--- src/rtl/text_pkg.sv ---
// text_pkg: shared character codes, updater states and decimal helpers for the text path
package text_pkg;

    localparam logic [6:0] CHAR_SPACE = 7'h20;
    localparam logic [6:0] CHAR_ZERO  = 7'h30;

    typedef enum logic [1:0] {IDLE, CONVERT, WRITE, DONE} txt_upd_state_t;

    // largest value representable with n decimal digits
    function automatic longint dec_max(input int n);
        longint r;
        r = 1;
        for (int i = 0; i < n; i++) r = r * 10;
        return r - 1;
    endfunction

endpackage

--- src/rtl/score_text_updater_bin2bcd.sv ---
// bin2bcd_seq: serial shift-add-3 binary to BCD converter, one input bit per step
module bin2bcd_seq #(
    parameter int BIN_W  = 14,
    parameter int DIGITS = 4
) (
    input  logic                  clk,
    input  logic                  rst,
    input  logic                  load,
    input  logic [BIN_W-1:0]      din,
    input  logic                  step,
    output logic [4*DIGITS-1:0]   bcd_out
);

    logic [BIN_W-1:0]    r_bin;
    logic [4*DIGITS-1:0] r_bcd;
    logic [4*DIGITS-1:0] w_adj;

    // pre-correct every nibble that would overflow past 9 after the next doubling
    always_comb begin
        w_adj = r_bcd;
        for (int d = 0; d < DIGITS; d++)
            if (r_bcd[4*d +: 4] >= 4'd5) w_adj[4*d +: 4] = r_bcd[4*d +: 4] + 4'd3;
    end

    // load clears the BCD side; each step shifts the next binary MSB into the BCD LSB
    always_ff @(posedge clk) begin
        if (rst) begin
            r_bin <= '0;
            r_bcd <= '0;
        end else if (load) begin
            r_bin <= din;
            r_bcd <= '0;
        end else if (step) begin
            {r_bcd, r_bin} <= {w_adj, r_bin} << 1;
        end
    end

    assign bcd_out = r_bcd;

endmodule

--- src/rtl/score_text_updater.sv ---
// score_text_updater: converts a binary score to ASCII digits and writes them into the char buffer
module score_text_updater
    import text_pkg::*;
#(
    parameter int SCORE_W    = 14,
    parameter int NUM_DIGITS = 4,
    parameter int ADDR_W     = 7,
    parameter int BASE_ADDR  = 0,
    parameter int BLANK_LZ   = 1
) (
    input  logic               clk,
    input  logic               rst,
    input  logic               start,
    input  logic [SCORE_W-1:0] value,
    output logic               busy,
    output logic               done,
    output logic               wr_en,
    output logic [ADDR_W-1:0]  wr_addr,
    output logic [6:0]         wr_data
);

    localparam int     CNT_W   = SCORE_W > 1 ? $clog2(SCORE_W) : 1;
    localparam int     IDX_W   = NUM_DIGITS > 1 ? $clog2(NUM_DIGITS) : 1;
    localparam longint MAX_VAL = dec_max(NUM_DIGITS);

    txt_upd_state_t        r_state, w_next;
    logic [CNT_W-1:0]      r_cnt;
    logic [IDX_W-1:0]      r_idx;
    logic                  r_lz;
    logic                  r_pend;
    logic [SCORE_W-1:0]    r_pval;
    logic                  w_load;
    logic [SCORE_W-1:0]    w_req;
    logic [SCORE_W-1:0]    w_sat;
    logic [4*NUM_DIGITS-1:0] w_bcd;
    logic [3:0]            w_digit;
    logic                  w_blank;

    // a fresh start always wins over an older queued value
    assign w_req = start ? value : r_pval;
    assign w_sat = (64'(w_req) > 64'(MAX_VAL)) ? SCORE_W'(MAX_VAL) : w_req;

    bin2bcd_seq #(.BIN_W(SCORE_W), .DIGITS(NUM_DIGITS)) u_bcd (
        .clk     (clk),
        .rst     (rst),
        .load    (w_load),
        .din     (w_sat),
        .step    (r_state == CONVERT),
        .bcd_out (w_bcd)
    );

    // state register
    always_ff @(posedge clk) begin
        if (rst) r_state <= IDLE;
        else     r_state <= w_next;
    end

    // next state; DONE chains straight into CONVERT when a request is waiting
    always_comb begin
        w_next = r_state;
        w_load = 1'b0;
        case (r_state)
            IDLE:    if (start) begin w_next = CONVERT; w_load = 1'b1; end
            CONVERT: if (r_cnt == '0) w_next = WRITE;
            WRITE:   if (r_idx == IDX_W'(NUM_DIGITS-1)) w_next = DONE;
            DONE:    if (start || r_pend) begin w_next = CONVERT; w_load = 1'b1; end
                     else w_next = IDLE;
            default: w_next = IDLE;
        endcase
    end

    // bit counter, digit index, leading-zero tracker and the pending request latch
    always_ff @(posedge clk) begin
        if (rst) begin
            r_cnt  <= '0;
            r_idx  <= '0;
            r_lz   <= 1'b0;
            r_pend <= 1'b0;
            r_pval <= '0;
        end else begin
            if (w_load) r_cnt <= CNT_W'(SCORE_W-1);
            else if (r_state == CONVERT) r_cnt <= r_cnt - 1'b1;
            r_idx <= (r_state == WRITE) ? r_idx + 1'b1 : '0;
            if (r_state != WRITE) r_lz <= 1'b1;
            else if (w_digit != 4'd0) r_lz <= 1'b0;
            if (w_load) r_pend <= 1'b0;
            else if (start && r_state != IDLE) r_pend <= 1'b1;
            if (start && r_state != IDLE) r_pval <= value;
        end
    end

    assign w_digit = 4'(w_bcd >> (4*(NUM_DIGITS-1-int'(r_idx))));
    assign w_blank = (BLANK_LZ != 0) && r_lz && (w_digit == 4'd0) && (r_idx != IDX_W'(NUM_DIGITS-1));

    assign busy    = r_state != IDLE;
    assign done    = r_state == DONE;
    assign wr_en   = r_state == WRITE;
    assign wr_addr = wr_en ? ADDR_W'(BASE_ADDR) + ADDR_W'(r_idx) : '0;
    assign wr_data = wr_en ? (w_blank ? CHAR_SPACE : CHAR_ZERO + {3'b000, w_digit}) : '0;

endmodule

--- config.mk ---
export PLATFORM = sky130hd
export DESIGN_NAME = score_text_updater
export DESIGN_NICKNAME = d
export VERILOG_FILES = /design/src/rtl/text_pkg.sv /design/src/rtl/score_text_updater_bin2bcd.sv /design/src/rtl/score_text_updater.sv
export SDC_FILE = /design/constraint.sdc
export NUM_CORES = 1
export LEC_CHECK = 0
export ABC_AREA = 0
export BUFFER_PORTS_ARGS = -buffer_cell sky130_fd_sc_hd__buf_2
export CORE_ASPECT_RATIO = 1.25
export CORE_MARGIN = 2
export CORE_UTILIZATION = 45
export DETAILED_ROUTE_END_ITERATION = 16
export PLACE_DENSITY_LB_ADDON = 0.08
export SLEW_MARGIN = 20
export SYNTH_ARGS = -nofsm -noshare
export SYNTH_HDL_FRONTEND = slang
export SYNTH_SLANG_ARGS = --single-unit
--- constraint.sdc ---
create_clock -name clk -period 2.2 [get_ports clk]
set_input_delay 0.33 -clock clk [delete_from_list [all_inputs] [get_ports clk]]
set_output_delay 0.33 -clock clk [all_outputs]
set_load 0.02 [all_outputs]
==> results.py <==
metrics = {
    "outcome": {
        "status": "complete, no violations",
    },
    "route": {
        "wl_per_cell_um": 13.4,
        "finalWirelength_mm": 6.04,
        "firstDrtPassIters": 5,
        "drcViolationCount": 0,
        "drt_iter0_drc": 79,
        "vias": 2364,
        "ant_nets": 0,
        "viasPerCell": 5.24,
    },
    "critical_path": {
        "cpPeakStageDelay_ps": 540,
        "crit_slowest_cell": "mux4_2",
        "cp_num_buf_inv": 1,
        "critPathCaptureType": "output port",
        "required_ps": 1870,
        "start_kind": "flop",
        "crit_cells": 4,
        "path_class": "reg -> out",
        "critical-path-top-delay-family": "multiplexers",
        "r2r_cells": 5,
        "crit_chain": "mux4_2, o41ai_4, nand2_1, buf_2",
        "crit_fanout": 5,
        "arrival_ps": 1850,
    },
    "grt": {
        "gr-usage-all-layers": 0.174,
        "grt_pass1_wl_mm": 10.4,
        "grt_pass1_vias": 2220,
        "antenna_found_initial": 0,
        "grt_max_degree": 41,
        "overflow": 0,
    },
    "sta": {
        "period_needed_ps": 2180,
        "setup-violations-final": 0,
        "fin_crit_sh": 0.992,
        "worst_pin_slew_ps": 548,
        "fin_tns_setup_ps": 0,
        "slew_headroom": 0.631,
        "fin_skew_ps": 9.45,
        "max_freq_mhz": 458,
        "drv_slew": 0,
        "hold_violations": 0,
        "rsz0062_at_grt": "true",
    },
    "layout": {
        "drive_gt1_frac": 0.157,
        "antenna_cells": 0,
        "nNetsFinal": 395,
        "fin_util": 0.509,
        "area_growth_pct": 10.4,
        "nFillCells": 656,
    },
    "synth": {
        "synth_top_area_frac": 0.362,
        "ys_warn_count": 0,
        "synth_seq_cells": 54,
        "synth_area_leader_cell": "dfxtp_1",
        "syn_area_per_cell_um2": 8.73,
        "ys_seq_area_frac": 0.362,
        "yosysUniqueCellTypes": 43,
        "synth.area.top_cells": "dfxtp_1 36%, mux2i_1 9.0%, ha_1 6.3%",
        "postSynthCellCount": 342,
        "netlist_area_um2": 2990,
    },
    "power_and_ir_drop": {
        "p_sw_mw": 1.30,
        "p_int_mw": 2.13,
        "peakVddDrop_v": 0.000578,
        "pwr-share-seq": 0.393,
        "power.share.clock": 0.195,
        "powerDensity_nw_per_um2": 1040,
        "leakagePower_nw": 1.35,
        "combPwrFrac": 0.413,
        "switching_share": 0.380,
    },
    "placed_design": {
        "gp_congestion": 0.772,
        "port_buffers": 27,
        "dpl.hpwl_mm": 4.39,
    },
    "die": {
        "die-area_um2": 7310,
        "pin_count": 34,
        "coreArea_um2": 6480,
        "start_util": 0.461,
        "rows": 33,
        "chipWidth_um": 76.9,
        "dieHeight_um": 95.1,
    },
    "cts": {
        "clkSlewWorstSetupHoldPaths_ps": 100,
        "cts_root_buf": "clkbuf_8",
        "cts.path.max_buffers": 2,
        "insertion_delay_ps": 310,
        "htree_levels": 2,
        "cts_tree": "done",
        "clock_sinks": 54,
        "holdBufCountCts": 0,
        "cts_buffers": 5,
    },
    "worst_hold_path": {
        "hold_depth": 3,
        "hp-class": "in -> reg",
    },
    "flow_run": {
        "drv_cap": 0,
    },
}
[cell families (layout without fill, tap and decap cells)]
group           count (synthesis)  in the layout  synth area share
fa+ha+maj                      15             15            0.0628
mux                            33             33             0.128
buf+inv                        44             61            0.0737
simple gates                  106            106             0.171
other cells                     1              6           0.00126
compound gates                 79             79             0.172
flops                          54             54             0.362
xor+xnor                       10             10            0.0293
[cell usage in the layout (no fill, tap or decap), drive strengths merged, types with 9 or more instances in the layout]
cell type / count
xnor2: 9
a21oi: 33
a211oi: 12
nor3: 9
o21ai: 9
dfxtp: 54
nor2: 13
mux2i: 27
nand2: 44
ha: 15
nand2b: 12
buf: 38
inv: 15
[registers in the layout (all words and copies together), names as in the netlist]
name and count:
u_bcd.bcd_out 16, r_pval 14, u_bcd.r_bin 14, r_cnt 4, r_idx 2, r_state 2, r_lz 1, r_pend 1
[power by group through the flow]
stage          clock network [mW]  logic [mW]  registers (mW)
6_report                    0.668        1.41            1.35
5_1_grt                     0.735        1.60            1.38
4_1_cts                     0.698        1.42            1.35
3_5_place_dp                    0        1.40            1.37
3_3_place_gp                    0        1.38            1.37
2_1_floorplan                   0        1.15            1.32
[cells in the mapped netlist, drive strengths merged]
library cell  instances
o211ai                3
mux2                  3
a31oi                 2
nor3                  9
a21o                  8
a221oi                1
nor4                  2
a21oi                33
o21ai                 9
a222oi                1
nor2b                 8
conb                  1
buf                  22
o21a                  1
mux4                  3
dfxtp                54
ha                   15
nand3                 7
o211a                 1
a41o                  1
nor4b                 1
and2                  5
clkbuf                7
mux2i                27
and3b                 1
o41ai                 1
nand2b               12
nand4                 2
a211oi               12
nand2                44
inv                  15
xnor2                 9
xor2                  1
nor2                 13
nor3b                 2
a311oi                6
[stage by stage]
step                      std cells  power, mW  hold WS [ps]  instance area [um^2]  worst slack (ps)
final                           451       3.43           259                  3300              17.3
after global routing            451       3.71           250                  3300             -70.9
after CTS                       451       3.47           246                  3290             -34.8
after detailed placement        442       2.77           448                  3160               110
after global placement          442       2.75           441                  3160               163
after floorplan                 347       2.47           435                  3010               362
[path summary, 6_finish.rpt]
kind / startpoint / endpoint / slack [ps]
setup reg to reg: r_state[0]$_SDFFE_PP0P_ / r_state[1]$_SDFFE_PP0P_ / 370
hold / removal: value[0] / r_pval[0]$_SDFFE_PP0P_ / 260
hold reg to reg: r_pval[2]$_SDFFE_PP0P_ / r_pval[2]$_SDFFE_PP0P_ / 460
setup / recovery: r_idx[0]$_SDFF_PP0_ / wr_data[4] / 20
[area by class of cell]
| type | instances | area, um^2 | area share |
|---|---|---|---|
| Multi-Input combinational cell | 249 | 1720 | 0.521 |
| Sequential cell | 54 | 1090 | 0.329 |
| Timing Repair Buffer | 38 | 218 | 0.0660 |
| Tap cell | 87 | 109 | 0.0330 |
| Clock buffer | 6 | 72.6 | 0.0220 |
| Inverter | 15 | 56.3 | 0.0171 |
| Clock inverter | 2 | 37.5 | 0.0114 |
[tightest hold or removal path, cell delays in order]
cell     delay (ps)
buf_2           100
nand2_1          50
a21oi_1          50
[what timing repair did]
action                     CTS  global route
gates cloned                 0             0
setup endpoints to repair    1             4
pin swaps                    1             0
buffers inserted             1             0
resized for setup            6             1
[routing by layer]
layer  part of all wire  global-route usage  vias up
met4             0.0099              0.0545        0
met3              0.024              0.0265        5
li1                   -                   -     1222
met1               0.44               0.201     1113
met2               0.52               0.332       24
met5                  0                   0        -
(Power assumes the default switching activity.)
